===== src/rtl/prog_loader_pkg.sv =====
// Shared constants and state encoding for the writable TD4 program store.
// Opcode field positions are shared with the instruction decoder.
package prog_loader_pkg;

  localparam int PL_ADDR_W = 4;
  localparam int PL_DATA_W = 8;
  localparam int DEPTH     = 2 ** PL_ADDR_W;

  localparam logic [PL_DATA_W-1:0] NOP_WORD = '0;

  localparam int OP_HI  = 7;
  localparam int OP_LO  = 4;
  localparam int IMM_HI = 3;
  localparam int IMM_LO = 0;

  typedef logic [1:0] state_t;

  localparam state_t RUN  = 2'd0;
  localparam state_t WIPE = 2'd1;
  localparam state_t LOAD = 2'd2;

endpackage


===== src/rtl/prog_mem.sv =====
// Flop-array program memory: async-low clear, one sync write port,
// one combinational read port.
module prog_mem #(
  parameter int AW = 4,
  parameter int DW = 8
) (
  input  logic          CLK,
  input  logic          CLR,
  input  logic          we,
  input  logic [AW-1:0] waddr,
  input  logic [DW-1:0] wdata,
  input  logic [AW-1:0] raddr,
  output logic [DW-1:0] rdata
);

  logic [DW-1:0] mem [2**AW];

  always_ff @(posedge CLK or negedge CLR) begin
    if (!CLR) begin
      for (int i = 0; i < 2**AW; i++) mem[i] <= '0;
    end else if (we) begin
      mem[waddr] <= wdata;
    end
  end

  assign rdata = mem[raddr];

endmodule


===== src/rtl/prog_loader.sv =====
// Writable program store in front of the TD4 core: wipes, reloads from a
// valid/ready byte stream, and holds the CPU in clear while doing so.
module prog_loader
  import prog_loader_pkg::*;
#(
  parameter int ADDR_W = PL_ADDR_W,
  parameter int DATA_W = PL_DATA_W
) (
  input  logic              CLK,
  input  logic              CLR,
  input  logic              START,
  input  logic              IN_VALID,
  input  logic [DATA_W-1:0] IN_DATA,
  input  logic              IN_LAST,
  output logic              IN_READY,
  input  logic [ADDR_W-1:0] Address,
  output logic [DATA_W-1:0] Order,
  output logic              CPU_CLR,
  output logic              BUSY,
  output logic              DONE,
  output logic [ADDR_W:0]   WORDS
);

  state_t            state;
  logic [ADDR_W-1:0] wp;
  logic              hs;
  logic              top;
  logic              we;
  logic [DATA_W-1:0] wdata;
  logic [DATA_W-1:0] rdata;

  assign IN_READY = (state == LOAD);
  assign BUSY     = (state != RUN);
  assign hs       = IN_VALID & IN_READY;
  assign top      = &wp;
  assign we       = (state == WIPE) | hs;
  assign wdata    = (state == WIPE) ? DATA_W'(NOP_WORD) : IN_DATA;
  assign Order    = (state == RUN) ? rdata : '0;

  prog_mem #(
    .AW(ADDR_W),
    .DW(DATA_W)
  ) u_mem (
    .CLK  (CLK),
    .CLR  (CLR),
    .we   (we),
    .waddr(wp),
    .wdata(wdata),
    .raddr(Address),
    .rdata(rdata)
  );

  always_ff @(posedge CLK or negedge CLR) begin
    if (!CLR) begin
      state   <= RUN;
      wp      <= '0;
      CPU_CLR <= 1'b0;
      DONE    <= 1'b0;
      WORDS   <= '0;
    end else begin
      DONE <= 1'b0;
      unique case (1'b1)
        (state == RUN): begin
          if (START) begin
            state   <= WIPE;
            wp      <= '0;
            CPU_CLR <= 1'b0;
          end else begin
            CPU_CLR <= 1'b1;
          end
        end
        (state == WIPE): begin
          wp <= wp + 1'b1;
          if (top) begin
            state <= LOAD;
            wp    <= '0;
          end
        end
        (state == LOAD): begin
          if (hs) begin
            if (IN_LAST || top) begin
              state   <= RUN;
              wp      <= '0;
              DONE    <= 1'b1;
              CPU_CLR <= 1'b1;
              WORDS   <= {1'b0, wp} + (ADDR_W+1)'(1);
            end else begin
              wp <= wp + 1'b1;
            end
          end
        end
        default: state <= RUN;
      endcase
    end
  end

endmodule


===== config.mk =====
export PLATFORM = sky130hd
export DESIGN_NAME = prog_loader
export DESIGN_NICKNAME = d
export VERILOG_FILES = /design/src/rtl/prog_loader_pkg.sv /design/src/rtl/prog_mem.sv /design/src/rtl/prog_loader.sv
export SDC_FILE = /design/constraint.sdc
export NUM_CORES = 1
export LEC_CHECK = 0
export BUFFER_PORTS_ARGS = -buffer_cell sky130_fd_sc_hd__buf_2
export CORE_MARGIN = 2
export CORE_UTILIZATION = 29
export DETAILED_ROUTE_END_ITERATION = 8
export PLACE_DENSITY_LB_ADDON = 0.15
export SETUP_SLACK_MARGIN = 0.02
export SYNTH_ARGS = -nofsm -noshare
export SYNTH_HDL_FRONTEND = slang
export SYNTH_HIERARCHICAL = 1
export SYNTH_SLANG_ARGS = --single-unit

===== constraint.sdc =====
create_clock -name CLK -period 3.7 [get_ports CLK]
set_input_delay 0.185 -clock CLK [delete_from_list [all_inputs] [get_ports CLK]]
set_output_delay 0.185 -clock CLK [all_outputs]
set_load 0.01 [all_outputs]

---- Word level (Yosys, flattened, before mapping) ----
Index checks and enable logic that the tools add are counted.
storage, ports and cells
  logic and storage cells ................. 72
  input bits .............................. 17
  register bits after elaboration ......... 141
  output and inout port bits .............. 17
cells by class
  reductions and logical operators ........ 11
  eq/ne operators ......................... 6
  $lt $le $gt $ge ......................... 3
  bitwise gates (word level) .............. 4
  $add $sub $neg .......................... 2
  muxes and demuxes ....................... 25
operators by type and width
  kind                                                                  count
  128-bit bitwise mux                                                   1
  8-bit two-way mux                                                     5
  8-bit binary-select mux with 4-bit select                             1
  8-bit demux with 4-bit select                                         1
  4-bit two-way mux                                                     4
  4-bit one-hot mux with 3 select lines                                 1
  5-bit greater-or-equal comparator, second input constant              2
  4-bit inverter with 5-bit output                                      2
  3-bit AND reduction                                                   3
  2-bit two-way mux                                                     4
  4-bit AND reduction                                                   2
  1-bit two-way mux                                                     6
  2-bit one-hot mux with 3 select lines                                 1
  4-bit by 1-bit adder with 5-bit output, second input constant         1
  5-bit by 1-bit < comparator with 1-bit output, second input constant  1
  4-bit by 1-bit adder with 4-bit output, second input constant         1
  2-bit by 1-bit != test with 1-bit output, second input constant       2
  2-bit != test, second input constant                                  2
  2-bit nonzero test                                                    2
  3-bit nonzero test                                                    1
  2-bit by 1-bit == test with 1-bit output, second input constant       1
  2-bit == test, second input constant                                  1
  2-bit zero test                                                       1
  1-bit one-hot mux with 2 select lines                                 1
  4 further kinds                                                       4

---- Longest topological paths before layout ----
Gate-level depths: netlist (run 1).
  depth after elaboration ................. 6
  depth in mapped cells ................... 8
  gate-level depth less buffers ........... 6

---- Modules after synthesis ----
Netlist (run 1), hierarchy kept.
by module, submodules not included
  module       cells each  instances  area each (um^2)  seq. area each (um^2)
  prog_mem     365         1          5915.7            3203.1
  prog_loader  84          1          813.3             325.3

---- Worst setup path after synthesis (run 1) ----
OpenSTA, ideal clock, no wires.
  path kind ............................... register to register
  from .................................... register state[1]
  to ...................................... register u_mem/mem[112] (netlist name)
  arrival time ............................ 2.098 ns
  period minus slack after synthesis ...... 2.223 ns
  path buffers ............................ 1
  path slack .............................. 1.477 ns
  stages on the path, launching flop included .. 8
  cells stage by stage .................... dfrtp_1 -> inv_1 -> ha_1 -> clkbuf_1 -> a21o_1 -> nand2_1 -> nor4_4 -> mux2_2
between the ends
  longest elaborated chain between the ends .. 3
  elaborated cells between the ends (all ways) .. 6
  classes of those cells .................. eq/ne: 2; mux: 2; bitwise: 2
ends and longest elaborated chain
  element                        line               RTL
  start, declared                prog_loader.sv:24  state_t state;
  start signal, assigned         prog_loader.sv:55  state <= RUN;
  start signal, assigned         prog_loader.sv:65  state <= WIPE;
  start signal, assigned         prog_loader.sv:75  state <= LOAD;
  2-bit == test                  prog_loader.sv:32  assign IN_READY = (state == LOAD);
  1-bit AND                      prog_loader.sv:34  assign hs = IN_VALID & IN_READY;
  1-bit bitwise OR *             prog_loader.sv:36  assign we = (state == WIPE) | hs;
  via we                         prog_loader.sv:28  logic we;
  end signal, assigned by index  prog_mem.sv:22     mem[waddr] <= wdata;
  end, declared                  prog_mem.sv:16     logic [DW-1:0] mem [2**AW];
Mark *: on every way through the listed nets, which the timed path passes. The rest lies on a longest branch.
A chain may end at the register's enable or synchronous reset.

---- Worst setup path after layout (run 1) ----
  from .................................... register state[1]
  to ...................................... register u_mem/mem[118] (netlist name)
The elaborated chain is that of the path after synthesis.

==> metrics, run 1 <==
run status finished clean; Setup Skew approximately 12 ps; CTS Sinks 141; Post-CTS Setup Bufs 0; Req. time, crit path between 3000 and 4000 ps; pwr/cell area between 500 and 600 mW/mm²; Die W 156 µm; first-pass GRT wire length ~25 mm; die area between 0.02 and 0.025 mm²; Die Y 156 µm; GRT Util Overall 0.141; Clock Power Share 0.400; fmax 0.366 GHz; buffers plus inverters on the worst setup path 1; maximum number of pins on one net before global-route repair a little over 100; drt pass-1 iters 4; crit path DAT approximately 3000 ps; DRT antenna net count 0; P_sw around 0.0013 W; Internal Pwr Total approximately 0.0033 W; count of final setup violators 0; Initial DRC Count around 230; fin crit share 0.738; Comb power frac 0.195; vias in the first global route around 4,200; switching power share of the total 0.278; Std-Cell Rows 55; Synth top area share 0.524; max-cap violations 0; CTS buffer count 17; Post-synth top cells 141 x dfrtp_1, 120 x mux2_2, 32 x mux4_2; Slew HR 0.181; ant diodes 0; Seq/Total Area, Yosys 0.524; clock root cell clkbuf_16; asr flop ratio synth 1.00; number of flops mapped to enable cells by yosys 0; GRT overflow 0; I/O Buffers 33; via count between 3,000 and 4,000; CTS H-tree depth 4; flops & latches, synth approximately 140; Synth area leaders dfrtp_1 52%, mux2_2 20%, mux4_2 11%, mux2_4 2.0%, a22oi_1 1.8%; mapped cell area between 0.006 and 0.007 mm²; Syn Inst Count about 450; initial antenna violation count 0; Worst-Margin Slew ~1200 ps; Main synth FF type dfrtp_1; Setup crit end kind flop; Crit path max-delay family simple AND/OR/NAND/NOR gates; WHS 115 ps; GP Congestion between 0.7 and 0.8; Synth Net Count approximately 470; fin. max-slew vios 0; worst skew pair latency 420 ps; final hold viol count 0; CP max stage cell nor4_4; cell taking the most area after synthesis dfrtp_1; crit-path max FO 12; Worst IR Drop VDD a little under 300 µV; crit path launch type flop; DR vias/cell 5.01; clock-pin slew on the worst setup and hold paths 60 ps; CP peak stage delay 650 ps; Core ar. 0.0227 mm²; share of cells above drive strength 1 0.500; Leak 3.68 nW; Flop pwr share 0.405; P&R area growth vs syn 16.3%; synth unique cells 40; syn_area_per_cell about 15 µm²; number of remaining DRC errors 0; CTS tree built; most frequent cell after synthesis dfrtp_1; post-detailed-placement half-perimeter wirelength ~10 mm; fin util 0.345; nets@finish approximately 510; Routed WL per cell between 20 and 25 µm; DRT Wirelength roughly 16 mm; final worst path period need between 2000 and 3000 ps; setup TNS 0 ps; synth warn 6; RSZ-0062 raised after global routing no; Clock Path Buffers 2; initial core utilization 0.296; I/O Pins 34; Cell Chain, Critical Path inv_1, ha_1, a21o_1, nand2_1, nor4_4, mux2_2; Hold Crit Class in2reg; path type of the worst setup path reg2reg
power groups by stage:
stage | clock network (W) | logic, W | registers, W
final | 0.00183 | 0.000890 | 0.00185
after global routing | 0.00196 | 0.000967 | 0.00187
after CTS | 0.00187 | 0.000897 | 0.00185
after detailed placement | 0 | 0.000893 | 0.00188
after global placement | 0 | 0.000877 | 0.00187
after floorplan | 0 | 0.000673 | 0.00183
layout make-up:
cell class,count,area [µm²]
Fill cell,2208,14900
Sequential cell,141,3530
Multi-Input combinational cell,276,3040
Clock buffer,20,447
Tap cell,285,357
Timing Repair Buffer,41,246
Clock inverter,12,183
Inverter,6,22.5
cell families after synthesis:
group | Yosys count | share of synthesized area
compound gates | 33 | 0.0361
xor+xnor | 2 | 0.00260
fa+ha+maj | 6 | 0.0112
buf+inv | 32 | 0.0234
flops | 141 | 0.524
mux | 163 | 0.331
simple gates | 72 | 0.0712
registers in the layout (all words and copies together), names as in the netlist:
signal     cells
u_mem/mem    128
WORDS          5
wp             4
state          2
CPU_CLR        1
DONE           1
cells in the final DEF, fill, tap and decap left out, types with 9 or more instances in the layout:
master	count
mux4_2	32
clkbuf_16	17
and2_1	10
buf_2	32
mux2_2	120
a22oi_1	16
nand2_1	13
mux2_4	9
nor2b_1	12
dfrtp_1	141
worst min-delay path: cells and delay by family:
| kind | cells | cell delay, ps |
|---|---|---|
| buffers and inverters | 1 | 70 |
| AND/OR/NAND/NOR | 1 | 160 |
| AO/OA/AOI/OAI | 1 | 70 |
metrics by stage:
step | cells | area [µm²] | total power (W) | worst slack [ps]
final | 781 | 7830 | 0.00456 | 970
after CTS | 781 | 7830 | 0.00462 | 982
after global placement | 748 | 7190 | 0.00275 | 1080
after global routing | 781 | 7830 | 0.00480 | 781
after floorplan | 449 | 6730 | 0.00250 | 1480
after detailed placement | 748 | 7190 | 0.00277 | 1000
worst paths after layout:
check | startpoint | to | cells after the start | slack (ps)
hold reg to reg | u_mem/mem[10] | u_mem/mem[10] | 1 | 500
setup / recovery | state[1] | u_mem/mem[118] | 6 | 970
setup reg to reg | state[1] | u_mem/mem[118] | 6 | 970
max in group asynchronous | CLR | u_mem/mem[122] | 3 | 2350
min in group asynchronous | CLR | CPU_CLR | 2 | 480
hold / removal | START | CPU_CLR | 3 | 120
routing by layer:
layer / global-route usage / wire (µm) / vias to the layer above
li1: - / - / 1734
met1: 0.200 / 8020 / 2096
met2: 0.213 / 7270 / 74
met3: 0.0330 / 544 / 11
met4: 0.0433 / 175 / 0
met5: 0 / 0 / -
timing repair:
item | in CTS | in global routing
hold buffers | 1 | 0
gates resized for setup | 0 | 0
endpoints found under the setup margin | 0 | 0
endpoints found under the hold margin | 99 | 0
Note: power is estimated with default switching activity, not from simulation.
==> run 2, diff against run 1 <==
==> constraint.sdc (replaced) <==
create_clock -name CLK -period 2.24 [get_ports CLK]
set_input_delay 0.112 -clock CLK [delete_from_list [all_inputs] [get_ports CLK]]
set_output_delay 0.112 -clock CLK [all_outputs]
set_load 0.01 [all_outputs]
==> run 2 against run 1 <==
Net effect:
- utilization up 1.0 points
- sequential power up 64%
- clock power up 57%
- power up 64%
- non-clock buffer count up 23
- largest cell class unchanged
- highest routed layer unchanged
==> metrics, run 2 (synthesis results as in run 1) <==
Leak 3.81 nW; via count about 4,000; nets@finish approximately 530; Worst-Margin Slew about 1100 ps; most flop-heavy register u_mem/mem; CTS tree built; die area about 0.024 mm²; most frequent cells in the layout 141 x dfrtp_1, 120 x mux2_2, 32 x buf_2, 32 x mux4_2, 24 x buf_4; commonest non-fill, non-tap cell in the layout dfrtp_1; initial core utilization 0.296; Hold Path Origin IN_LAST; I/O Buffers 33; crit path launch type flop; DR vias/cell 4.95; setup TNS 0 ps; Worst Hold Path EP WORDS[4]; GRT Util Overall 0.147; Std-Cell Rows between 50 and 60; first-pass GRT wire length around 27 mm; maximum number of pins on one net before global-route repair 70; post-detailed-placement half-perimeter wirelength 10.8 mm; fin crit share 0.962; crit-path max FO 16; GP Congestion between 0.7 and 0.8; biggest regs u_mem/mem (128), WORDS (5), wp (4); Die Y 156 µm; vias in the first global route 4,432; worst skew pair latency ~430 ps; WHS Path Cells 3; max-cap violations 0; DRT antenna net count 0; ant diodes 0; count of final setup violators 0; Slew HR 0.277; worst reg2reg endpoint u_mem/mem[23]; share of cells above drive strength 1 0.536; GRT overflow 0; Core ar. ~0.023 mm²; fmax 0.464 GHz; initial antenna violation count 0; reg2reg start state[1]; final hold viol count 0; Setup Skew between 15 and 20 ps; Layout Cells excl Fill approximately 800; Hold Crit Class in2reg; CTS Sinks around 140; RSZ-0062 raised after global routing yes; crit path DAT between 2000 and 3000 ps; reg2reg path depth 5; Die W approximately 160 µm; drt pass-1 iters 4; max FFs per register 128; clock-pin slew on the worst setup and hold paths approximately 60 ps; Placed Cells 771; path type of the worst setup path reg2reg; Post-CTS Setup Bufs 0; number of remaining DRC errors 0; Req. time, crit path between 2000 and 3000 ps; pwr/cell area just over 900 mW/mm²; Worst IR Drop VDD ~450 µV; P&R area growth vs syn 19.8%; CTS buffer count 17; clock root cell clkbuf_16; R2R Setup Slk ~85 ps; Routed WL per cell ~20 µm; run status finished clean; final worst path period need between 2000 and 2500 ps; Setup crit end kind flop; DRT Wirelength approximately 16 mm; Clock Path Buffers 2; I/O Pins 34; CTS H-tree depth 4; Initial DRC Count between 200 and 300; fin. max-slew vios 0
-- run 2: worst max path at each step --
stage          startpoint              to  slack (ps)
6_report         state[1]   u_mem/mem[23]          90
5_1_grt          state[1]   u_mem/mem[16]         -40
4_1_cts          state[0]   u_mem/mem[92]          30
3_5_place_dp     state[0]   u_mem/mem[92]          60
3_3_place_gp     state[0]  u_mem/mem[110]          70
2_1_floorplan    state[1]  u_mem/mem[112]          40
-- run 2: metrics by stage --
step	total power, W	worst slack [ps]	hold slack, ps	utilization	area (µm²)
after detailed placement	0.00466	55.1	167	0.327	7420
after CTS	0.00758	32.8	4.24	0.354	8040
after floorplan	0.00414	40.5	-184	-	6730
final	0.00750	85.3	22.0	0.355	8060
after global routing	0.00791	-44.4	26.7	0.355	8060
after global placement	0.00462	72.9	172	0.327	7420
-- run 2: repair_timing --
item,in CTS,in global routing
gates resized for setup,0,6
setup endpoints to repair,0,127
hold buffers,1,0
endpoints found under the hold margin,66,0
-- run 2: worst max-delay path: stages (launching register included) --
cell and delay (ps):
dfrtp_1 400, inv_1 100, ha_1 210, buf_4 200
nor2b_1 840, mux2_2 320
-- run 2: per-layer routing --
metal	vias to the layer above	wire (µm)	global-route usage
met5	-	0	0
met4	0	162	0.0402
met3	14	436	0.0321
met2	60	7880	0.237
met1	2128	7990	0.202
li1	1774	-	-
-- run 2: area by class of cell --
| type | instances | area, µm² |
|---|---|---|
| tap | 285 | 357 |
| timing repair buffer | 64 | 482 |
| fill | 2205 | 14600 |
| sequential | 141 | 3530 |
| clock inverter | 8 | 105 |
| inverter | 6 | 22.5 |
| clock buffer | 24 | 502 |
| multi-input combinational | 276 | 3070 |
-- run 2: report_power, final --
group	switching (W)	internal [W]	total [W]
clock	0.00108	0.00179	0.00287
sequential	0.000178	0.00286	0.00304
combinational	0.000846	0.000747	0.00159
